### src/rtl/spi_frame_receiver.sv
// SPI mode-0 frame receiver: synchronizes the host link to clk, assembles 24-bit
// pixels MSB first and issues one frame-memory write per completed pixel.
module spi_frame_receiver #(
   parameter int unsigned NUM_PIXELS  = 4096,
   parameter int unsigned ADDR_W      = 12,
   parameter int unsigned SYNC_STAGES = 2
) (
   input  logic              clk,
   input  logic              reset_n,
   input  logic              spi_sclk,
   input  logic              spi_mosi,
   input  logic              spi_cs_n,
   output logic              wr_en,
   output logic [ADDR_W-1:0] wr_addr,
   output logic [23:0]       wr_data,
   output logic              frame_done,
   output logic              frame_error,
   output logic              busy
);

   typedef enum logic [1:0] {ARMWAIT, IDLE, RECV, DONE} state_t;

   localparam logic [ADDR_W-1:0] LAST_PIX = ADDR_W'(NUM_PIXELS - 1);

   state_t                 state_q, state_d;
   logic [SYNC_STAGES-1:0] sclk_sync_q, mosi_sync_q, cs_sync_q;
   logic                   sclk_prev_q, cs_prev_q;
   logic [23:0]            shift_q, shift_d;
   logic [4:0]             bitcnt_q, bitcnt_d;
   logic [ADDR_W-1:0]      pixcnt_q, pixcnt_d;
   logic                   wr_en_q, wr_en_d;
   logic [ADDR_W-1:0]      wr_addr_q, wr_addr_d;
   logic [23:0]            wr_data_q, wr_data_d;
   logic                   done_q, done_d;
   logic                   err_q, err_d;

   logic sclk_s, mosi_s, cs_s;
   logic sclk_rise, cs_rise, cs_fall;

   assign sclk_s    = sclk_sync_q[SYNC_STAGES-1];
   assign mosi_s    = mosi_sync_q[SYNC_STAGES-1];
   assign cs_s      = cs_sync_q[SYNC_STAGES-1];
   assign sclk_rise = sclk_s & ~sclk_prev_q;
   assign cs_rise   = cs_s & ~cs_prev_q;
   assign cs_fall   = ~cs_s & cs_prev_q;

   // cs_n synchronizer resets to 0 so ARMWAIT only exits once a real high propagates.
   always_ff @(posedge clk or negedge reset_n) begin
      if (!reset_n) begin
         sclk_sync_q <= '0;
         mosi_sync_q <= '0;
         cs_sync_q   <= '0;
         sclk_prev_q <= 1'b0;
         cs_prev_q   <= 1'b0;
      end else begin
         sclk_sync_q <= {sclk_sync_q[SYNC_STAGES-2:0], spi_sclk};
         mosi_sync_q <= {mosi_sync_q[SYNC_STAGES-2:0], spi_mosi};
         cs_sync_q   <= {cs_sync_q[SYNC_STAGES-2:0], spi_cs_n};
         sclk_prev_q <= sclk_s;
         cs_prev_q   <= cs_s;
      end
   end

   always_ff @(posedge clk or negedge reset_n) begin
      if (!reset_n) begin
         state_q   <= ARMWAIT;
         shift_q   <= '0;
         bitcnt_q  <= '0;
         pixcnt_q  <= '0;
         wr_en_q   <= 1'b0;
         wr_addr_q <= '0;
         wr_data_q <= '0;
         done_q    <= 1'b0;
         err_q     <= 1'b0;
      end else begin
         state_q   <= state_d;
         shift_q   <= shift_d;
         bitcnt_q  <= bitcnt_d;
         pixcnt_q  <= pixcnt_d;
         wr_en_q   <= wr_en_d;
         wr_addr_q <= wr_addr_d;
         wr_data_q <= wr_data_d;
         done_q    <= done_d;
         err_q     <= err_d;
      end
   end

   always_comb begin
      state_d   = state_q;
      shift_d   = shift_q;
      bitcnt_d  = bitcnt_q;
      pixcnt_d  = pixcnt_q;
      wr_en_d   = 1'b0;
      wr_addr_d = wr_addr_q;
      wr_data_d = wr_data_q;
      done_d    = 1'b0;
      err_d     = err_q;
      case (state_q)
         ARMWAIT: if (cs_s) state_d = IDLE;
         IDLE: begin
            if (cs_fall) begin
               state_d  = RECV;
               shift_d  = '0;
               bitcnt_d = '0;
               pixcnt_d = '0;
               err_d    = 1'b0;
            end
         end
         RECV: begin
            // cs_n release wins over a pixel that completed in the same or previous cycle.
            if (cs_rise) begin
               err_d   = 1'b1;
               state_d = IDLE;
            end else if (bitcnt_q == 5'd24) begin
               wr_en_d   = 1'b1;
               wr_data_d = shift_q;
               wr_addr_d = pixcnt_q;
               bitcnt_d  = '0;
               if (pixcnt_q == LAST_PIX) begin
                  done_d  = 1'b1;
                  state_d = DONE;
               end else begin
                  pixcnt_d = pixcnt_q + 1'b1;
               end
            end else if (sclk_rise) begin
               shift_d  = {shift_q[22:0], mosi_s};
               bitcnt_d = bitcnt_q + 5'd1;
            end
         end
         DONE: begin
            if (sclk_rise) err_d = 1'b1;
            if (cs_rise) state_d = IDLE;
         end
         default: state_d = ARMWAIT;
      endcase
   end

   assign wr_en       = wr_en_q;
   assign wr_addr     = wr_addr_q;
   assign wr_data     = wr_data_q;
   assign frame_done  = done_q;
   assign frame_error = err_q;
   assign busy        = (state_q == RECV);

endmodule

### config.mk
export PLATFORM = sky130hd
export DESIGN_NAME = spi_frame_receiver
export DESIGN_NICKNAME = d
export VERILOG_FILES = /design/src/rtl/spi_frame_receiver.sv
export SDC_FILE = /design/constraint.sdc
export NUM_CORES = 1
export LEC_CHECK = 0
export BUFFER_PORTS_ARGS = -buffer_cell sky130_fd_sc_hd__clkbuf_2
export CORE_ASPECT_RATIO = 0.9
export CORE_MARGIN = 1.5
export CORE_UTILIZATION = 52
export CTS_CLUSTER_DIAMETER = 150
export DETAILED_ROUTE_END_ITERATION = 8
export GPL_ROUTABILITY_DRIVEN = 0
export PLACE_DENSITY = 0.75
export SETUP_SLACK_MARGIN = 0.15
export SYNTH_ARGS = -nofsm -noshare
export SYNTH_HDL_FRONTEND = slang
export SYNTH_SLANG_ARGS = --single-unit
### constraint.sdc
create_clock -name clk -period 1.8 [get_ports clk]
set_clock_uncertainty 0.1 [all_clocks]
set_input_delay 0.09 -clock clk [delete_from_list [all_inputs] [get_ports clk]]
set_output_delay 0.09 -clock clk [all_outputs]
set_load 0.005 [all_outputs]
## Yosys cells after proc, flatten, opt, wreduce, memory -nomap -nowiden

Index checks and enable logic that the tools add are counted.
W data, S select, Z words.

- Add/subtract/negate cells: 2
- Equal/unequal tests: 18
- Muxes and demuxes: 33
- Bitwise gates (word level): 7
- Reduce and logical (&&, ||, !) cells: 9

Operators by type and width:

| cell | number |
|---|---|
| $mux W24 | 4 |
| $mux W12 | 4 |
| $pmux W24 S2 | 1 |
| $pmux W12 S2 | 1 |
| $mux W5 | 4 |
| $reduce_and A5 Y1 | 3 |
| $ne A2 B2 Y1 const B | 7 |
| $add A12 B1 Y12 const B | 1 |
| $eq A12 B12 Y1 const B | 1 |
| $mux W2 | 6 |
| $mux W1 | 10 |
| $pmux W5 S2 | 1 |
| $ne A3 B1 Y1 const B | 3 |
| $pmux W2 S4 | 1 |
| $reduce_and A4 Y1 | 2 |
| $ne A2 B1 Y1 const B | 3 |
| $add A5 B1 Y5 const B | 1 |
| $eq A5 B5 Y1 const B | 1 |
| $eq A2 B2 Y1 const B | 2 |
| $not A1 Y1 | 4 |
| $and A1 B1 Y1 | 3 |
| $pmux W1 S3 | 1 |
| $reduce_and A3 Y1 | 1 |
| $reduce_bool A3 Y1 | 1 |
| 3 further kinds | 3 |

- Flip-flop bits (word level): 90
- Bits of input ports: 5

## Depth between registers and ports, before layout

- Depth in word-level cells: 6
- Gate-level depth with buffers: 9

## Worst setup path before layout

No wires, ideal clock.

- Kind: reg-to-reg
- Start: register state_q[1]
- End: register bitcnt_q[3]
- Setup time: 0.077 ns
- Arrival time: 1.843 ns
- Required time: 1.623 ns
- Path slack: -0.220 ns
- Cell stages (with the launch flop): 8
- Path through: dfrtp_1 -> inv_1 -> ha_1 -> clkbuf_1 -> a221o_1 -> buf_6 -> or4_1 -> a21oi_1

- Cells in the longest elaborated chain, start to end: 3
- Elaborated cells on any way between the ends: 8
- Those cells by class: 5 x eq/ne; 1 x mux; 2 x reduce/logical

RTL lines:

| element | line | source |
|---|---|---|
| start: declaration | 25 | `state_t state_q, state_d;` |
| start signal: assignment | 76 | `state_q <= state_d;` |
| $eq A2 B2 Y1 or $eq A2 B1 Y1 (tied branches) | 98 | `case (state_q)` |
| $ne A3 B1 Y1 (no source line) (tied with other cells) | - |  |
| $reduce_and A4 Y1 (no source line) | - |  |
| end signal: assignment | 78 | `bitcnt_q <= bitcnt_d;` |
| end: declaration | 29 | `logic [4:0] bitcnt_q, bitcnt_d;` |

Parallel ways exist; a longest one is shown, timed or not.
A chain may end at the register's enable or synchronous reset.

## Worst setup path after layout

- Start: register bitcnt_q[0]
- End: register pixcnt_q[8]

- Cells in the longest elaborated chain, start to end: 3

RTL lines:

| element | line | source |
|---|---|---|
| $eq A5 B5 Y1 | 114 | `end else if (bitcnt_q == 5'd24) begin` |
| $ne A2 B1 Y1 (no source line) | - |  |
| $reduce_and A5 Y1 (no source line) | - |  |
| end signal: assignment | 79 | `pixcnt_q <= pixcnt_d;` |
| end: declaration | 30 | `logic [ADDR_W-1:0] pixcnt_q, pixcnt_d;` |

Every way passes these cells.

==> impl_results.md <==
- Final WL: 11750 um
- ANT nets after route: 0
- Crit-path max cell delay: 0.42 ns
- CP Capture Type: flop
- Final Cell Area: 0.005909 mm2
- Fill cells: 421
- Setup crit start kind: flop
- Remaining DRCs: 0
- Normalized max-slew margin: 0.6881
- Crit-path slowest cell: dfrtp_1
- Starting DRT DRC Count: 284
- Area of the multi-input gates: 0.002100 mm2
- Port Buffers: 44
- Leak: 2.844 nW
- Chip height: 86.93 um
- Skew-Pair Late Insertion Delay: 0.37 ns
- Largest net degree at the start of global routing: 40
- Mux cell area share after synthesis: 0.09468
- Worst Path Arrival: 2.14 ns
- Simple-gate share of the synthesized area: 0.1642
- Dominant cell type by area after synthesis: dfrtp_1
- Synth Cell Area: 0.004070 mm2
- Launch point of the worst reg-to-reg path: bitcnt_q[0]$_DFFE_PN0P_
- Reg2reg path depth: 8
- Via count: 3594
- Commonest cells post-synth: dfrtp_1, nand2_1, inv_1, o21ai_0, mux2i_1
- HP Class: input pin to async pin
- Initial antenna violation count: 0
- Syn-to-layout area delta: 45.19%
- Reg2reg setup slack: -0.16 ns
- Ant diodes: 0
- Share of flip-flops with an asynchronous set or reset: 1.000
- Synth cell types: 40
- Inserted Clock Buffers: 9
- Total GRT Usage: 0.2594
- Post-synth EDFFs: 0
- Top delay family on crit path: simple AND/OR/NAND/NOR gates
- Max IR drop VDD: 781.1 uV
- Syn. warnings: 0
- CP most frequent cell: buf_6
- Required time of the critical path: 1.97 ns
- Slew Viols, Final: 0
- Fin. Hold Viols: 0
- Peak Freq: 509.3 MHz
- Max FO, Critical Path: 3
- RSZ-0062 raised after global routing: true
- CTS tree: done
- Vias in the first global route: 3359
- Failing checks: negative setup slack
- Critical-path cell list: inv_2, ha_4, and4b_2, buf_6, buf_6, nand2_2, or3_4, o311ai_4
- Syn_nets: 408
- Clk slew on worst S/H paths: 0.10 ns
- Setup WS pre-CTS: -0.1710 ns
- Final core utilization: 0.7833
- Most numerous cell in the Yosys netlist: dfrtp_1
- Area fraction of the dominant cell type after synthesis: 0.5533
- Placed instance area: 0.004697 mm2
- Post-Syn Area per Cell: 10.28 um2
- Largest family of logic cells by synthesized area: simple AND/OR/NAND/NOR gates
- MaxCap Viol Count: 0
- Pwr dens: 937.2 mW/mm2
- Worst-margin pin slew: 0.4605 ns
- Final worst slack: -0.1633 ns
- Synth Flop Type: dfrtp_1
- CP bufs+invs: 3
- Adder-Cell Fraction of Synth Area: 0.02152
- GRT Residual Overflow: 0
- Post-synthesis sequential area ratio: 0.5533
- Clock sink count: 90
- DP HPWL: 5562 um
- Layout Nets: 521
- Reg area: 0.002252 mm2
- Die area: 0.008367 mm2
- Synth Area in Compound Gates: 0.1097
- Xor/xnor share of the synthesized area: 0
- Global-route wire length before repair: 16310 um
- Final setup viols: 79
- Setup CP Type: flop to flop
- Fin crit share: 1.091
- H-tree depth: 3
- Area contributors post-synth: dfrtp_1, nand2_1, mux2i_1, o21ai_0, mux2_2
- Initial core utilization: 0.5395
- Root buffer cell: clkbuf_8
- Setup TNS: -7.118 ns
- Avg WL per Cell: 19.32 um
- Share of cells above drive strength 1: 0.4668
- Clock Tree Buf Depth: 2
- Via-to-Cell Ratio: 5.911
- Post-Synthesis Cells: 396
- Count of state elements after synthesis: 90
- Io pins: 45
- Core Rows: 30
- DR pass1 iterations: 5
- Run status: finished with violations
- Core area: 0.007545 mm2
- RR Endpoint: pixcnt_q[8]$_DFFE_PN0P_
- Tmin final: 1.963 ns
- Die width: 96.26 um
[registers in the layout, summed over array words and instances, names as in the netlist, 2 cells and up]
register     count
wr_addr         12
mosi_sync_q      2
bitcnt_q         5
state_q          2
shift_q         24
sclk_sync_q      2
pixcnt_q        12
cs_sync_q        2
wr_data         24
[through the flow]
stage	hold WS, ns	cells	power (mW)
finish	0.1002	608	5.538
global route	0.1320	608	5.747
CTS	0.09774	598	5.148
detailed placement	-0.03901	556	3.588
global placement	-0.04785	556	3.549
floorplan	-0.3056	396	3.343
[cells by family after synthesis]
logic type / after synthesis
buf+inv: 57
mux: 37
simple gates: 134
fa+ha+maj: 7
compound gates: 71
flops: 90
[repair_timing]
item,CTS,global route
setup endpoints to repair,80,82
pin swaps,31,26
gates cloned,4,1
hold buffers,4,0
endpoints found under the hold margin,79,0
gates resized for setup,108,71
setup buffers,20,9
[cell usage in the layout, fill, tap and decap left out, types with 6 or more instances in the layout]
cell type  synthesis  final
dfrtp_1           90     90
nand2_1           71     51
buf_4              0     44
clkbuf_2           0     43
inv_1             34     28
mux2i_1           25     24
buf_6              1     19
o21ai_2            0     18
o21ai_1            0     13
nand2_4            0     11
clkbuf_8           0     10
nand2_2            0      9
nand4_1            8      8
mux2_4             0      7
buf_12             0      7
inv_2              0      6
nand2b_1           8      6
o211ai_1           6      6
[report_power, final]
group / leakage, nW / internal (mW) / switching [mW]
combinational: 1.51 / 0.940 / 1.07
sequential: 1.23 / 2.09 / 0.0440
clock: 0.0986 / 0.670 / 0.728
[how the worst max path moves through the flow]
stage,to,start,cells past startpoint,slack [ns]
final,pixcnt_q[8]$_DFFE_PN0P_,bitcnt_q[0]$_DFFE_PN0P_,8,-0.16
after global placement,bitcnt_q[2]$_DFFE_PN0P_,state_q[1]$_DFFE_PN0P_,6,-0.1
after CTS,bitcnt_q[2]$_DFFE_PN0P_,state_q[0]$_DFFE_PN0P_,5,-0.10
after floorplan,bitcnt_q[3]$_DFFE_PN0P_,state_q[1]$_DFFE_PN0P_,7,-0.10
after detailed placement,bitcnt_q[3]$_DFFE_PN0P_,state_q[1]$_DFFE_PN0P_,6,-0.17
after global routing,pixcnt_q[8]$_DFFE_PN0P_,bitcnt_q[0]$_DFFE_PN0P_,8,-0.22
[final cells by class]
cell class,instances,share of cell area
Clock inverter,4,0.008893
Multi-Input combinational cell,249,0.3553
Clock buffer,10,0.02329
Tap cell,96,0.02033
Sequential cell,90,0.3811
Inverter,34,0.02160
Timing Repair Buffer,125,0.1895
[per-layer routing]
metal | vias up | GRT usage | share of wire
met1 | 1770 | 0.3472 | 0.40
met2 | 185 | 0.4078 | 0.51
met3 | 46 | 0.05846 | 0.059
met4 | 0 | 0.1083 | 0.033
li1 | 1593 | - | -
met5 | - | 0 | 0
Power figures use the tool's default switching activity.
